File: src/rtl/step_sched_if.sv
// Wishbone slave port bundle for the step_sched stepper-axis scheduler.
interface step_sched_if;
    logic        wb_cyc_i;
    logic        wb_stb_i;
    logic        wb_we_i;
    logic [3:0]  wb_adr_i;
    logic [31:0] wb_dat_i;
    logic [31:0] wb_dat_o;
    logic        wb_ack_o;

    modport master (
        output wb_cyc_i, wb_stb_i, wb_we_i, wb_adr_i, wb_dat_i,
        input  wb_dat_o, wb_ack_o
    );

    modport slave (
        input  wb_cyc_i, wb_stb_i, wb_we_i, wb_adr_i, wb_dat_i,
        output wb_dat_o, wb_ack_o
    );
endinterface

File: src/rtl/step_sched.sv
// Step-timing scheduler for one stepper axis: queued {interval, count, add} moves become step_pulse strobes.
// Define STEP_SCHED_DIR_EN to store bit 31 of word A per move and drive dir; otherwise dir is constant 0.
module step_sched #(
    parameter int QUEUE_DEPTH = 4
) (
    input  logic          clk,
    input  logic          rst,
    step_sched_if.slave   bus,
    output logic          step_pulse,
    output logic          dir
);
    localparam int AW = $clog2(QUEUE_DEPTH);
    typedef logic [AW-1:0] ptr_t;
    typedef logic [AW:0]   cnt_t;
    localparam cnt_t FULL_C = cnt_t'(QUEUE_DEPTH);

    typedef enum logic {S_IDLE, S_RUN} state_t;
    state_t r_state, w_state_next;

    logic [30:0] r_q_ivl [QUEUE_DEPTH];
    logic [15:0] r_q_cnt [QUEUE_DEPTH];
    logic [15:0] r_q_add [QUEUE_DEPTH];
    ptr_t        r_wr_ptr, r_rd_ptr;
    cnt_t        r_count;

    logic [30:0] r_a_ivl;
    logic [30:0] r_wait, r_ivl;
    logic [15:0] r_rem, r_add;
    logic        r_ovf, r_bad;

    logic        w_cmd, w_wr_a, w_push_req, w_flush, w_clear;
    logic        w_empty, w_full, w_step, w_last, w_pop;
    logic        w_push_ok, w_set_ovf, w_set_bad, w_cnt_zero;
    logic [30:0] w_head_ivl, w_head_wait, w_ivl_sum, w_ivl_upd;

    // Bus decode; flush beats any push arriving in the same cycle.
    assign w_cmd      = bus.wb_cyc_i && bus.wb_stb_i && bus.wb_we_i;
    assign w_wr_a     = w_cmd && (bus.wb_adr_i == 4'd0);
    assign w_push_req = w_cmd && (bus.wb_adr_i == 4'd1);
    assign w_flush    = w_cmd && (bus.wb_adr_i == 4'd2) && bus.wb_dat_i[0];
    assign w_clear    = w_cmd && (bus.wb_adr_i == 4'd2) && bus.wb_dat_i[1];
    assign w_cnt_zero = (bus.wb_dat_i[15:0] == 16'd0);

    assign w_empty = (r_count == '0);
    assign w_full  = (r_count == FULL_C);
    assign w_step  = (r_state == S_RUN) && (r_wait == 31'd1);
    assign w_last  = w_step && (r_rem == 16'd1);
    assign w_pop   = !w_flush && !w_empty && ((r_state == S_IDLE) || w_last);

    // A pop on the same edge frees the slot a push into a full queue needs.
    assign w_push_ok = w_push_req && !w_flush && !w_cnt_zero && (!w_full || w_pop);
    assign w_set_ovf = w_push_req && !w_flush && !w_cnt_zero && w_full && !w_pop;
    assign w_set_bad = w_push_req && !w_flush && w_cnt_zero;

    assign w_head_ivl  = r_q_ivl[r_rd_ptr];
    assign w_head_wait = (w_head_ivl == 31'd0) ? 31'd1 : w_head_ivl;
    assign w_ivl_sum   = r_ivl + {{15{r_add[15]}}, r_add};
    assign w_ivl_upd   = (w_ivl_sum == 31'd0) ? 31'd1 : w_ivl_sum;

    always_comb begin
        w_state_next = r_state;
        if (w_flush) begin
            w_state_next = S_IDLE;
        end else begin
            case (r_state)
                S_IDLE:  if (w_pop) w_state_next = S_RUN;
                S_RUN:   if (w_last && !w_pop) w_state_next = S_IDLE;
                default: w_state_next = S_IDLE;
            endcase
        end
    end

    always_ff @(posedge clk) begin
        if (rst) r_state <= S_IDLE;
        else     r_state <= w_state_next;
    end

    // NOTE: queue storage is not reset; a slot is only read after it has been written, so clearing the pointers is enough.
    always_ff @(posedge clk) begin
        if (w_push_ok) begin
            r_q_ivl[r_wr_ptr] <= r_a_ivl;
            r_q_cnt[r_wr_ptr] <= bus.wb_dat_i[15:0];
            r_q_add[r_wr_ptr] <= bus.wb_dat_i[31:16];
        end
    end

    always_ff @(posedge clk) begin
        if (rst || w_flush) begin
            r_wr_ptr <= '0;
            r_rd_ptr <= '0;
            r_count  <= '0;
        end else begin
            if (w_push_ok) r_wr_ptr <= r_wr_ptr + ptr_t'(1);
            if (w_pop)     r_rd_ptr <= r_rd_ptr + ptr_t'(1);
            r_count <= r_count + cnt_t'(w_push_ok) - cnt_t'(w_pop);
        end
    end

    always_ff @(posedge clk) begin
        if (rst) begin
            r_a_ivl <= '0;
            r_ovf   <= 1'b0;
            r_bad   <= 1'b0;
        end else begin
            if (w_wr_a) r_a_ivl <= bus.wb_dat_i[30:0];
            r_ovf <= (r_ovf && !w_clear) || w_set_ovf;
            r_bad <= (r_bad && !w_clear) || w_set_bad;
        end
    end

    // A move's last step pops the next move on the same edge, so no gap and no carried-over add.
    always_ff @(posedge clk) begin
        if (rst) begin
            r_wait     <= '0;
            r_ivl      <= '0;
            r_rem      <= '0;
            r_add      <= '0;
            step_pulse <= 1'b0;
        end else begin
            step_pulse <= w_step && !w_flush;
            if (w_pop) begin
                r_wait <= w_head_wait;
                r_ivl  <= w_head_wait;
                r_rem  <= r_q_cnt[r_rd_ptr];
                r_add  <= r_q_add[r_rd_ptr];
            end else if (w_step) begin
                r_rem  <= r_rem - 16'd1;
                r_ivl  <= w_ivl_upd;
                r_wait <= w_ivl_upd;
            end else if (r_state == S_RUN) begin
                r_wait <= r_wait - 31'd1;
            end
        end
    end

`ifdef STEP_SCHED_DIR_EN
    logic r_q_dir [QUEUE_DEPTH];
    logic r_a_dir;
    logic r_dir;

    always_ff @(posedge clk) begin
        if (w_push_ok) r_q_dir[r_wr_ptr] <= r_a_dir;
    end

    always_ff @(posedge clk) begin
        if (rst) begin
            r_a_dir <= 1'b0;
            r_dir   <= 1'b0;
        end else begin
            if (w_wr_a) r_a_dir <= bus.wb_dat_i[31];
            if (w_pop)  r_dir   <= r_q_dir[r_rd_ptr];
        end
    end

    assign dir = r_dir;
`else
    assign dir = 1'b0;
`endif

    always_comb begin
        bus.wb_dat_o = '0;
        if (bus.wb_adr_i == 4'd3) begin
            bus.wb_dat_o[7:0] = 8'(r_count);
            bus.wb_dat_o[8]   = (r_state == S_RUN);
            bus.wb_dat_o[9]   = r_ovf;
            bus.wb_dat_o[10]  = r_bad;
        end
    end

    assign bus.wb_ack_o = 1'b1;
endmodule

File: src/flat_wrapper.sv
// flat-port wrapper written by rule: the top's interface ports become plain ports
module step_sched_flat 
#(
    parameter int QUEUE_DEPTH = 4
)
  (clk, rst, step_pulse, dir, bus_wb_cyc_i, bus_wb_stb_i, bus_wb_we_i, bus_wb_adr_i, bus_wb_dat_i, bus_wb_dat_o, bus_wb_ack_o);
  step_sched_if bus_i ();
  input  logic clk;
  input  logic rst;
  output logic step_pulse;
  output logic dir;
  input wire logic [$bits(bus_i.wb_cyc_i)-1:0] bus_wb_cyc_i;
  input wire logic [$bits(bus_i.wb_stb_i)-1:0] bus_wb_stb_i;
  input wire logic [$bits(bus_i.wb_we_i)-1:0] bus_wb_we_i;
  input wire logic [$bits(bus_i.wb_adr_i)-1:0] bus_wb_adr_i;
  input wire logic [$bits(bus_i.wb_dat_i)-1:0] bus_wb_dat_i;
  output wire logic [$bits(bus_i.wb_dat_o)-1:0] bus_wb_dat_o;
  output wire logic [$bits(bus_i.wb_ack_o)-1:0] bus_wb_ack_o;
  assign bus_i.wb_cyc_i = bus_wb_cyc_i;
  assign bus_i.wb_stb_i = bus_wb_stb_i;
  assign bus_i.wb_we_i = bus_wb_we_i;
  assign bus_i.wb_adr_i = bus_wb_adr_i;
  assign bus_i.wb_dat_i = bus_wb_dat_i;
  assign bus_wb_dat_o = bus_i.wb_dat_o;
  assign bus_wb_ack_o = bus_i.wb_ack_o;
  step_sched #(.QUEUE_DEPTH(QUEUE_DEPTH)) u_core (.clk(clk), .rst(rst), .bus(bus_i), .step_pulse(step_pulse), .dir(dir));
endmodule
File: config.mk
export PLATFORM = sky130hd
export DESIGN_NAME = step_sched_flat
export DESIGN_NICKNAME = d
export VERILOG_FILES = /design/src/rtl/step_sched_if.sv /design/src/rtl/step_sched.sv /design/src/flat_wrapper.sv
export SDC_FILE = /design/constraint.sdc
export NUM_CORES = 1
export LEC_CHECK = 0
export ABC_AREA = 1
export BUFFER_PORTS_ARGS = -buffer_cell sky130_fd_sc_hd__buf_2
export CORE_MARGIN = 5
export CORE_UTILIZATION = 62
export DETAILED_ROUTE_END_ITERATION = 8
export PLACE_DENSITY = 0.8
export RECOVER_POWER = 100
export SYNTH_ARGS = -nofsm -noshare
export SYNTH_HDL_FRONTEND = slang
export SYNTH_SLANG_ARGS = --single-unit
File: constraint.sdc
create_clock -name clk -period 5.5 [get_ports clk]
set_input_delay 0.275 -clock clk [delete_from_list [all_inputs] [get_ports clk]]
set_output_delay 0.275 -clock clk [all_outputs]
set_load 0.03 [all_outputs]
======== Yosys cells after proc, flatten, opt, wreduce, memory -nomap -nowiden ========
Memory sizes are Yosys's and may differ from the RTL's. A register that Yosys moved wholly into a read port is not among the register bits.
Cells that the tools add are included.
storage, ports and cells
  register bits ........................... 120
  memory bits (writable) .................. 252
  logic and storage cells ................. 87
  memories ................................ 3
operators by class
  add/subtract/negate cells ............... 7
  equal/unequal tests ..................... 6
  multiplexer cells ....................... 19
  bitwise operators ....................... 1
  reduce and logical (&&, ||, !) cells .... 40
memory list
  name            depth  bits a word  read ports  clocked after memory_dff  wr ports  RTL line          source
  u_core.r_q_ivl  4      31           1           1                         1         step_sched.sv:20  logic [30:0] r_q_ivl [QUEUE_DEPTH];
  u_core.r_q_add  4      16           1           1                         1         step_sched.sv:22  logic [15:0] r_q_add [QUEUE_DEPTH];
  u_core.r_q_cnt  4      16           1           1                         1         step_sched.sv:21  logic [15:0] r_q_cnt [QUEUE_DEPTH];
operators by type and width
  operator               count
  $mux 31                7
  $logic_not 31->1       2
  $mux 16                2
  $add 31x31->31         1
  $eq 31x1->1 const B    1
  $sub 31x1->31 const B  1
  $logic_and 1x1->1      21
  $eq 16x1->1 const B    1
  $logic_not 16->1       1
  $sub 16x1->16 const B  1
  $mux 11                1
  $eq 4x2->1 const B     2
  $mux 2                 4
  $logic_not 1->1        6
  $logic_or 1x1->1       5
  $add 2x1->2 const B    2
  $eq 4x1->1 const B     1
  $logic_not 4->1        1
  $mux 1                 4
  $add 3x1->3            1
  $eq 3x3->1 const B     1
  $logic_not 3->1        1
  $reduce_bool 3->1      1
  $sub 3x1->3            1
  other kinds (4)        4

======== Longest topological paths before layout ========
Gate-level depths: netlist of run 1.
  word-level depth ........................ 11
  depth in mapped cells ................... 19

======== Least setup slack after synthesis of run 1 ========
OpenSTA, ideal clock, no wires.
  kind .................................... register to register
  start ................................... reg u_core.r_wait[22]
  end ..................................... mem u_core.r_q_add[0][0], enable pin
  library setup time ...................... 485 ps
  arrival ................................. 4320 ps
  path slack .............................. 695 ps
  cell stages (with the launch flop) ...... 13
  path buffers ............................ 1
  period minus slack after synthesis ...... 4805 ps
  cell sequence ........................... dfxtp_1 nor2_2 nand2_2 nor2_1 nand4_1 nor3_2 nand2_1 nand2_2 nand2_4 buf_2 nand2_1 nand2_1 nor2_1
between the ends
  word-level cells in the longest chain between the ends .. 9
ends and longest elaborated chain
  item                          RTL line           source
  start, declared               step_sched.sv:27   logic [30:0] r_wait, r_ivl;
  start signal, assigned        step_sched.sv:122  r_wait <= w_head_wait;
  start signal, assigned        step_sched.sv:129  r_wait <= w_ivl_upd;
  start signal, assigned        step_sched.sv:131  r_wait <= r_wait - 31'd1;
  $eq 31x1->1                   step_sched.sv:46   assign w_step = (r_state == S_RUN) && (r_wait == 31'd1);
  $logic_and 1x1->1             step_sched.sv:46
  $logic_and 1x1->1             step_sched.sv:47   assign w_last = w_step && (r_rem == 16'd1);
  $logic_or 1x1->1              step_sched.sv:48   assign w_pop = !w_flush && !w_empty && ((r_state == S_IDLE) || w_last);
  $logic_and 1x1->1             step_sched.sv:48
  $logic_or 1x1->1              step_sched.sv:51   assign w_push_ok = w_push_req && !w_flush && !w_cnt_zero && (!w_full || w_pop);
  $logic_and 1x1->1             step_sched.sv:51
  $mux 1                        step_sched.sv:80   if (w_push_ok) begin
  $mux 1 (implied by the code)  step_sched.sv:83   r_q_add[r_wr_ptr] <= bus.wb_dat_i[31:16];
  end, declared                 step_sched.sv:22
No other way between the ends.

======== Final worst setup path of run 1 ========
  start ................................... reg u_core.r_state
  end ..................................... mem u_core.r_q_ivl[0][1], enable pin
between the ends
  word-level cells in the longest chain between the ends .. 8
  elaborated cells on any way between the ends .. 9
  those cells by class .................... mux: 2; bitwise: 1; reduce/logical: 6
ends and longest elaborated chain
  item                            RTL line          source
  start, declared                 step_sched.sv:18  state_t r_state, w_state_next;
  start signal, assigned          step_sched.sv:75  else r_state <= w_state_next;
  $logic_and 1x1->1               step_sched.sv:46
  $logic_and 1x1->1               step_sched.sv:47
  $logic_or 1x1->1 *              step_sched.sv:48
  $logic_and 1x1->1 *             step_sched.sv:48
  $logic_or 1x1->1 *              step_sched.sv:51
  $logic_and 1x1->1 *             step_sched.sv:51
  $mux 1 *                        step_sched.sv:80
  $mux 1 (implied by the code) *  step_sched.sv:81  r_q_ivl[r_wr_ptr] <= r_a_ivl;
  end, declared                   step_sched.sv:20
Every way passes the cells marked *; elsewhere a longest branch is shown, timed or not.

==> reports/results.tsv, run 1 <==
metric	value	unit
commonest non-fill, non-tap cell in the layout	nand2_1	
Mapped Cells	2237	
Clock Power Share	25.9	%
num rows	64	
Worst Hold Endpoint	u_core.r_q_cnt[2][11]	
HPWL Detailed	33.4	mm
Seq cells post-synth	390	
CP max FO	69	
largest net degree at the start of global routing	88	
initial antenna violation count	0	
Post-Route Setup TNS	0	ns
most frequent cells in the layout	477 x nand2_1, 305 x nor2_1, 266 x inv_1	
Ports	76	
Vias	15600	
critical path launch point type	register	
data arrival time of the critical path	4.57	ns
sw frac	41.7	%
Int Pwr	0.00654	W
Netlist cell types	51	
Mapped Area	0.0191	mm²
postcts setup bufs	0	
Slew HR	-23.3	%
Final Skew	0.0189	ns
First DRT Iteration DRCs	1572	
Net count, final	2358	
reg-to-reg critical path endpoint	u_core.r_q_ivl[0][1]	
hold path startpoint	bus_wb_dat_i[11]	
actual slew at the worst max-slew pin	1.85	ns
Hold Path Depth	1	
Setup crit end kind	register	
Final Max Tran Viols	256	
area delta synth->final	10.1	%
pwr dens	533	mW/mm²
Placed Instances	2606	
Die H	186	µm
clk buf depth	3	
CORE AREA	0.0305	mm²
reg2reg setup slack	1.06	ns
cts bufs inserted	41	
CTS sink cnt	390	
CTS tree	yes	
Syn Area/Cell	8.54	µm²
layout cells sized above 1	4.55	%
CTS root buf	clkbuf_16	
GP Congestion	0.975	
outcome	complete, but fails checks	
grt total ovfl	0	
drt drc	0	
Lkg Pwr	8.95	nW
Hold Vio Cnt, Final	0	
Hold Crit Class	input pin to register	
minimum clock period	4.44	ns
maximum vdd drop	321	µV
gr usage total	28.9	%
Detailed Route WL	49.8	mm
combinational share of power	40.1	%
# port buffers	47	
H-tree Lvls	2	
Pre-antenna DRT Iters	5	
max_cap viols	4	
die area	0.0344	mm²
post-CTS sizing	0	
final setup fails	0	
vias in the first global route	14900	
Setup CP Type	register to register	
FMAX	225	MHz
part of the cycle the worst path needs	80.8	%
ant diodes	0	
Post-synth EDFFs	252	
Non-Filler Instances	2703	
Worst Reg-to-Reg Cells	9	
Synth Flop Type	edfxtp_1	
die width	186	µm
Initial Util	62.6	%
drt via density	5.77	
register area share after synthesis	54.1	%
YS warnings	0	
violated checks	max-capacitance violations, max-slew violations	
clock transition at the registers of the reported paths	0.06	ns
global-route wire length before repair	78.1	mm
Post-synth ARST share	0	%
WL/cell	18.4	µm
critical path data required time	5.62	ns
RSZ-0062 raised after global routing	false	
RR Startpoint	u_core.r_state	
Post-DRT Antenna Nets	0	
Net Switching	0.00468	W
Sequential Power Share	34.0	%
clk_lat worst skew	0.55	ns
CTS Hold Bufs	22	
## synth_stat cells, drive strengths merged (2+ instances only)
master,number,area (µm²)
nor3,19,105
o211ai,11,82.6
edfxtp,252,7570
o22a,9,78.8
a21oi,85,437
a32o,4,40.0
o21ai,206,1030
and2,4,25.0
nand2,481,1830
nor2,313,1180
nor4,8,50.1
o31ai,4,30.0
xnor2,14,123
nand4,34,213
dfxtp,138,2760
or2,3,18.8
a211oi,5,37.5
o221ai,4,35.0
buf,55,379
nand3b,8,60.1
o211a,2,20.0
xor2,27,236
clkinv,3,11.3
a31oi,20,125
nand3,121,606
ha,40,500
o22ai,22,138
conb,2,7.51
fa,2,40.0
a21o,4,30.0
clkbuf,59,221
a32oi,3,26.3
inv,269,1010
## area by class of cell
cell class / instances / area [µm²]
fill: 2382 / 9460
tap: 396 / 495
multi-input combinational: 1487 / 7270
sequential: 390 / 10300
inverter: 272 / 1020
clock buffer: 54 / 1110
timing repair buffer: 83 / 498
clock inverter: 21 / 315
## worst max path at each step
stage,start,cells after the start,slack [ns],end
finish,u_core.r_state,9,1.06,u_core.r_q_ivl[0][1]
global route,u_core.r_state,9,0.70,u_core.r_q_ivl[1][4]
CTS,u_core.r_state,9,1.66,u_core.r_q_ivl[0][17]
detailed placement,u_core.r_state,9,1.72,u_core.r_q_add[1][13]
global placement,u_core.r_state,9,1.85,u_core.r_q_add[1][12]
floorplan,u_core.r_wait[22],12,0.70,u_core.r_q_add[0][0]
## sequential cells by signal, summed over array words and instances (netlist names), named ones only
signal / count
u_core.r_ovf: 1
u_core.r_wr_ptr: 2
u_core.r_wait: 31
u_core.r_rd_ptr: 2
u_core.r_ivl: 31
u_core.r_state: 1
u_core.r_q_ivl: 124
u_core.step_pulse: 1
u_core.r_a_ivl: 31
u_core.r_rem: 16
u_core.r_bad: 1
u_core.r_count: 3
u_core.r_q_add: 64
u_core.r_q_cnt: 64
u_core.r_add: 16
## logic make-up (layout without fill, tap and decap cells)
logic type               after synthesis  in the layout  share of synthesized area [%]
AO/OA/AOI/OAI                        381            381                           11.1
XOR/XNOR                              41             41                           1.88
flip-flops                           390            390                           54.1
AND/OR/NAND/NOR                      995            995                           21.6
adder cells (fa/ha/maj)               42             42                           2.83
buffers and inverters                386            430                           8.50
other                                  2             28                         0.0393
## critical path, cell delays in order (launching register included)
cell and delay [ns]:
dfxtp_1 0.53, clkinv_1 0.35, nor3_1 0.38, nand2_1 0.12
nand2_1 0.13, nand2_4 0.39, nand2_1 0.18, nand2_1 0.32
nor2_4 0.19, clkbuf_2 1.30
## metrics by stage
step | setup WS [ns] | total power [W] | hold WS (ns) | instance area, µm² | util, %
6_report | 1.06 | 0.0112 | 0.0845 | 21000 | 69.0
5_1_grt | 0.699 | 0.0119 | 0.0943 | 21000 | 69.0
4_1_cts | 1.66 | 0.0112 | 0.00509 | 21100 | 69.3
3_5_place_dp | 1.72 | 0.00826 | 0.465 | 19500 | 63.8
3_3_place_gp | 1.85 | 0.00816 | 0.453 | 19500 | 63.8
2_1_floorplan | 0.695 | 0.00709 | 0.374 | 19200 | -
## power by group through the flow
| stage | registers (W) | clock network [W] | logic, W |
|---|---|---|---|
| after global placement | 0.00385 | 0 | 0.00431 |
| final | 0.00381 | 0.00290 | 0.00450 |
| after detailed placement | 0.00386 | 0 | 0.00439 |
| after floorplan | 0.00368 | 0 | 0.00341 |
| after global routing | 0.00385 | 0.00307 | 0.00501 |
| after CTS | 0.00381 | 0.00292 | 0.00444 |
## routing by layer
layer  part of all wire [%]  routed length [µm]  track usage, %  up-vias
met5                      0                   0               0        -
met4                    4.2                2100            12.1        0
met3                    8.5                4230            4.49      131
met2                     47               23500            47.0      695
met1                     40               20000            39.0     7298
li1                       -                   -               -     7481
Note: power is estimated with default switching activity, not from simulation.
==> run 2, diff against run 1 <==
Clock period 5.5 ns to 4.2 ns, I/O delays scaled along.
==> run 2 against run 1 <==
  * The flow now finishes without violations
  * Final area grew 0.59%
  * Count of clock-buffer cells in the layout grew 2
  * Combinational power grew 32%
  * Critical path depth grew 1
  * Power grew 30%
  * Wire length grew 3.5%
  * Worst hold slack lost 0.0045 ns
  * Via count grew 1.0%
  * Largest power group unchanged
  * Highest routed layer is now met5
==> reports/results.tsv, run 2 (synthesis gave the netlist of run 1 again) <==
metric	value	unit	change
clk buf depth	3		unchanged
FILL cells	2359		-0.97%
Pre-antenna DRT Iters	5		unchanged
worst setup path startpoint	u_core.r_state		
RR Startpoint	u_core.r_state		
area delta synth->final	10.8	%	
Storage cell area	0.0103	mm²	unchanged
register with the most flip-flops	u_core.r_q_ivl		
Hold Path Depth	2		+1
ant diodes	0		unchanged
critical path data required time	4.61	ns	-1.01 ns
die width	186	µm	unchanged
area of the multi-input gates	0.00725	mm²	-0.22%
final instance area	0.0212	mm²	+0.59%
Hold Vio Cnt, Final	0		unchanged
critical path launch point type	register		
CORE AREA	0.0305	mm²	unchanged
outcome	finished clean		
CTS root buf	clkbuf_16		
Hold Crit Class	input pin to register		
Vias	15800		+1.0%
Initial Util	62.6	%	unchanged
FMAX	271	MHz	+20%
Worst Reg-to-Reg Cells	10		+1
layout cells sized above 1	4.52	%	-0.031 points
Ports	76		unchanged
Final Max Tran Viols	0		-100%
max FFs per register	124		unchanged
WP depth	10		+1
GP Congestion	0.935		-4.1%
critical path's largest stage delay	0.73	ns	-0.57 ns
initial antenna violation count	1		+1
drt via density	5.80		+0.42%
clock transition at the registers of the reported paths	0.06	ns	about the same
global-route wire length before repair	80.4	mm	+2.9%
Lkg Pwr	9.00	nW	+0.64%
Slew HR	11.6	%	+35 points
HPWL Detailed	34.3	mm	+2.6%
maximum vdd drop	624	µV	+95%
CTS tree	yes		
gr usage total	29.8	%	+0.98 points
postcts setup bufs	0		unchanged
minimum clock period	3.69	ns	-0.751 ns
data arrival time of the critical path	4.10	ns	-0.47 ns
H-tree Lvls	2		unchanged
# port buffers	47		unchanged
First DRT Iteration DRCs	1688		+7.4%
cts bufs inserted	41		unchanged
part of the cycle the worst path needs	87.9	%	+7.1 points
Worst path slowest cell	clkbuf_2		
commonest non-fill, non-tap cell in the layout	nand2_1		
biggest regs	u_core.r_q_ivl (124), u_core.r_q_add (64), u_core.r_q_cnt (64)		
CP Buf/Inv Count	3		+1
pwr dens	688	mW/mm²	+29%
clk_lat worst skew	0.55	ns	about the same
Placed Area	0.0196	mm²	+0.71%
die area	0.0344	mm²	unchanged
Die H	186	µm	unchanged
CTS sink cnt	390		unchanged
vias in the first global route	14800		-0.17%
max_cap viols	0		-4
largest net degree at the start of global routing	103		+17%
Setup crit end kind	register		
Core Util, Final	69.4	%	+0.41 points
Final Skew	0.0215	ns	+0.00257 ns
num rows	64		unchanged
reg-to-reg critical path endpoint	u_core.r_rem[14]		
crit-path most repeated cell	nand2_1		
Crit path max-delay family	simple AND/OR/NAND/NOR gates		
actual slew at the worst max-slew pin	1.33	ns	-0.523 ns
Setup CP Type	register to register		
Detailed Route WL	51.5	mm	+3.5%
worst-path cell chain	clkinv_1, nor3_1, nand2_1, nand2_1, nand2_1, clkbuf_2, nand2_1, inv_2, a22oi_1, a21oi_1		
CP max FO	67		-2.9%
WL/cell	19.0	µm	+2.9%
Net count, final	2373		+0.64%
most frequent cells in the layout	478 x nand2_1, 307 x nor2_1, 265 x inv_1		
RSZ-0062 raised after global routing	false		
drt drc	0		unchanged
Post-DRT Antenna Nets	0		unchanged
grt total ovfl	0		unchanged
worst setup path endpoint	u_core.r_rem[14]		
reg2reg setup slack	0.51	ns	-0.55 ns
final setup fails	0		unchanged
run 2: cell count changes in the layout (fill, tap and decap cells not counted), moves of 3 or more:
cell           before  now
bufinv_16           6    3
clkinv_1            5    9
buf_12              0    7
clkinvlp_4          3    0
dlygate4sd3_1      22   32
nor2_4              4    1
run 2: repair_timing:
action / CTS / global route
hold endpoints to repair: 147 / 0
gates resized for setup: 0 / 0
hold buffers: 32 / 0
run 2: cell type report:
cell class,count,area share (%)
inverters,272,4.82
clock buffers,56,5.35
multi-input cells,1487,34.2
well taps,396,2.34
flip-flops and latches,390,48.8
clock inverters,20,0.981
repair buffers,98,3.45
run 2: per-stage QoR:
step	instances	hold slack (ns)	TNS, ns	setup WS (ns)	total power [W]
6_report	2719	0.0800	0	0.506	0.0146
5_1_grt	2719	0.102	0	0.299	0.0155
4_1_cts	2719	0.0648	0	0.915	0.0145
3_5_place_dp	2611	0.434	0	0.915	0.0109
3_3_place_gp	2611	0.428	0	1.05	0.0108
2_1_floorplan	2263	0.309	-152.40	-0.605	0.00928
run 2: worst min path at each step:
| stage | startpoint | endpoint | slack, ns |
|---|---|---|---|
| 2_1_floorplan | bus_wb_dat_i[16] | u_core.r_q_add[0][0] | 0.31 |
| 5_1_grt | rst | u_core.r_ivl[23] | 0.10 |
| 6_report | rst | u_core.r_ivl[23] | 0.08 |
| 3_3_place_gp | bus_wb_dat_i[31] | u_core.r_q_add[0][15] | 0.43 |
| 3_5_place_dp | bus_wb_dat_i[31] | u_core.r_q_add[1][15] | 0.43 |
| 4_1_cts | bus_wb_adr_i[0] | u_core.r_bad | 0.06 |
run 2: power by group:
group / switching (W) / total, W / internal [W] / leakage (nW)
logic: 0.00411 / 0.00595 / 0.00184 / 4.77
clock network: 0.00150 / 0.00360 / 0.00210 / 0.655
registers: 0.000507 / 0.00500 / 0.00450 / 3.58
run 2: routing by layer:
metal / vias to the layer above / global-route usage (%) / wire (µm)
li1: 7508 / - / -
met1: 7386 / 40.4 / 20500
met2: 749 / 49.3 / 24500
met3: 119 / 4.81 / 4680
met4: 2 / 10.6 / 1850
met5: - / 0 / 13
==> run 3, diff against run 2 <==
--- a/config.mk
+++ b/config.mk
@@ -12,4 +12,6 @@
 export DETAILED_ROUTE_END_ITERATION = 8
+export MAX_ROUTING_LAYER = met4
 export PLACE_DENSITY = 0.8
 export RECOVER_POWER = 100
+export REMOVE_ABC_BUFFERS = 1
 export SYNTH_ARGS = -nofsm -noshare
==> constraint.sdc (replaced) <==
create_clock -name clk -period 4.2 [get_ports clk]
set_input_delay 0.63 -clock clk [delete_from_list [all_inputs] [get_ports clk]]
set_output_delay 0.63 -clock clk [all_outputs]
set_load 0.03 [all_outputs]
==> run 3 against run 2 <==
  * Via count shrank 1.4%
  * Critical path depth is 3 higher
  * Sequential cell count is the same
  * Sequential share of layout area rose by 0.69 points
  * Register-to-register slack lost 0.08 ns
  * Worst setup slack got worse by 0.080 ns
  * Utilization is 0.96 points lower
  * Maximum frequency down 2.1%
  * Cell count is 1.1% lower
  * First-iteration DRC count grew 13%
  * Critical endpoint is now u_core.r_q_add[2][10]
  * Largest power group unchanged
==> reports/results.tsv, run 3 (synthesis gave the netlist of run 1 again) <==
metric	value	unit	change
outcome	finished clean		
Detailed Route WL	50.0	mm	-3.0%
sw frac	41.3	%	-0.73 points
Int Pwr	0.00859	W	+1.8%
num rows	64		unchanged
Pre-antenna DRT Iters	5		unchanged
clock transition at the registers of the reported paths	0.06	ns	about the same
Clock Power Share	25.7	%	+1.0 points
Vias	15500		-1.4%
Hold Vio Cnt, Final	0		unchanged
pwr dens	701	mW/mm²	+2.0%
grt total ovfl	0		unchanged
CORE AREA	0.0305	mm²	unchanged
clk buf depth	3		unchanged
biggest regs	u_core.r_q_ivl (124), u_core.r_q_add (64), u_core.r_q_cnt (64)		
hold path startpoint	bus_wb_dat_i[31]		
worst setup path startpoint	u_core.r_wait[20]		
GP Congestion	0.978		+4.6%
actual slew at the worst max-slew pin	1.12	ns	-0.208 ns
critical path launch point type	register		
Hold Crit Class	input pin to register		
First DRT Iteration DRCs	1901		+13%
CTS Hold Bufs	0		-100%
Final Skew	0.0238	ns	+0.00229 ns
commonest non-fill, non-tap cell in the layout	nand2_1		
maximum vdd drop	442	µV	-29%
Setup CP Type	register to register		
Ports	76		unchanged
area delta synth->final	9.26	%	
final instance area	0.0209	mm²	-1.4%
RSZ-0062 raised after global routing	false		
Slew HR	25.4	%	+14 points
fin worst setup slack	0.426	ns	-0.0799 ns
data arrival time of the critical path	3.96	ns	-0.14 ns
ant diodes	0		unchanged
max FFs per register	124		unchanged
Sequential Power Share	34.1	%	-0.3 points
Post-DRT Antenna Nets	0		unchanged
die area	0.0344	mm²	unchanged
Initial Util	62.6	%	unchanged
largest net degree at the start of global routing	68		-34%
Setup crit end kind	register		
max_cap viols	0		unchanged
vias in the first global route	14700		-1.3%
Placed Area	0.0196	mm²	-0.23%
final setup fails	0		unchanged
drt via density	5.78		-0.27%
layout cells sized above 1	4.58	%	+0.059 points
CP max FO	44		-34%
FILL cells	2391		+1.4%
H-tree Lvls	2		unchanged
combinational share of power	40.2	%	-0.7 points
HPWL Detailed	33.7	mm	-1.7%
post-CTS sizing	0		unchanged
initial antenna violation count	0		-1
# port buffers	47		unchanged
CTS root buf	clkbuf_16		
die width	186	µm	unchanged
global-route wire length before repair	77.8	mm	-3.2%
Final Max Tran Viols	0		unchanged
CTS tree	yes		
WL/cell	18.6	µm	-1.9%
gr usage total	29.7	%	-0.14 points
most frequent cells in the layout	478 x nand2_1, 308 x nor2_1, 266 x inv_1		
register with the most flip-flops	u_core.r_q_ivl		
FMAX	265	MHz	-2.1%
Lkg Pwr	8.90	nW	-1.2%
part of the cycle the worst path needs	89.8	%	+1.9 points
DP Worst Slack	0.679	ns	-0.236 ns
cts bufs inserted	41		unchanged
critical path data required time	4.38	ns	-0.23 ns
Core Util, Final	68.4	%	-0.96 points
drt drc	0		unchanged
Die H	186	µm	unchanged
CTS sink cnt	390		unchanged
RR Startpoint	u_core.r_wait[20]		
postcts setup bufs	0		unchanged
minimum clock period	3.77	ns	+0.0799 ns
Net count, final	2345		-1.2%
clk_lat worst skew	0.55	ns	about the same
Net Switching	0.00605	W	-1.2%
-- run 3: cell count changes in the layout (fill, tap and decap cells not counted), sizes merged --
cell	before	now
clkbuf	98	107
clkinv	16	10
inv	272	270
buf	24	23
dlygate4sd3	32	0
clkinvlp	1	0
bufinv	3	6
-- run 3: stage by stage --
stage	instances	hold slack [ns]	power [W]	setup TNS, ns
after detailed placement	2615	0.456	0.0108	0
after global placement	2615	0.458	0.0107	0
final	2689	0.343	0.0146	0
after global routing	2689	0.368	0.0156	0
after CTS	2689	0.284	0.0146	0
after floorplan	2149	0.437	0.00900	-193.78
-- run 3: routing by layer --
layer,vias to the layer above,GRT usage [%],routed length (µm)
li1,7436,-,-
met1,7246,39.8,20500
met2,737,46.6,23200
met3,129,4.77,4610
met4,0,10.5,1680
met5,-,-,0
-- run 3: final timing paths --
check                          endpoint  slack, ns  depth (start not counted)
hold / removal    u_core.r_q_add[0][15]       0.34                          1
hold reg to reg            u_core.r_ovf       0.49                          2
setup / recovery  u_core.r_q_add[2][10]       0.43                         13
setup reg to reg  u_core.r_q_add[2][10]       0.43                         13
-- run 3: cell type report --
type / count / area (µm²) / share of cell area [%]
clock buffer: 60 / 1160 / 5.55
clock inverter: 14 / 250 / 1.20
inverter: 272 / 1020 / 4.90
multi-input combinational: 1487 / 7260 / 34.8
sequential: 390 / 10300 / 49.5
tap: 396 / 495 / 2.37
timing repair buffer: 70 / 359 / 1.72
-- run 3: worst max-delay path, cell delays in order, from the launching register on --
cell and delay, ns:
dfxtp_1 0.35, nor2_1 0.23, nand2_1 0.19, nor2_1 0.18, nand4_1 0.11, nor3_2 0.31, nand2_1 0.16, nand2_1 0.15
nand2_4 0.26, nand2_1 0.15, nand2_1 0.06, clkbuf_1 0.33, nor2_4 0.41, buf_6 0.46
-- run 3: power by group through the flow --
stage | combinational (W) | sequential, W | clock (W)
final | 0.00589 | 0.00500 | 0.00376
after detailed placement | 0.00578 | 0.00505 | 0
after global routing | 0.00658 | 0.00503 | 0.00396
after global placement | 0.00565 | 0.00504 | 0
after CTS | 0.00583 | 0.00498 | 0.00378
after floorplan | 0.00403 | 0.00497 | 0
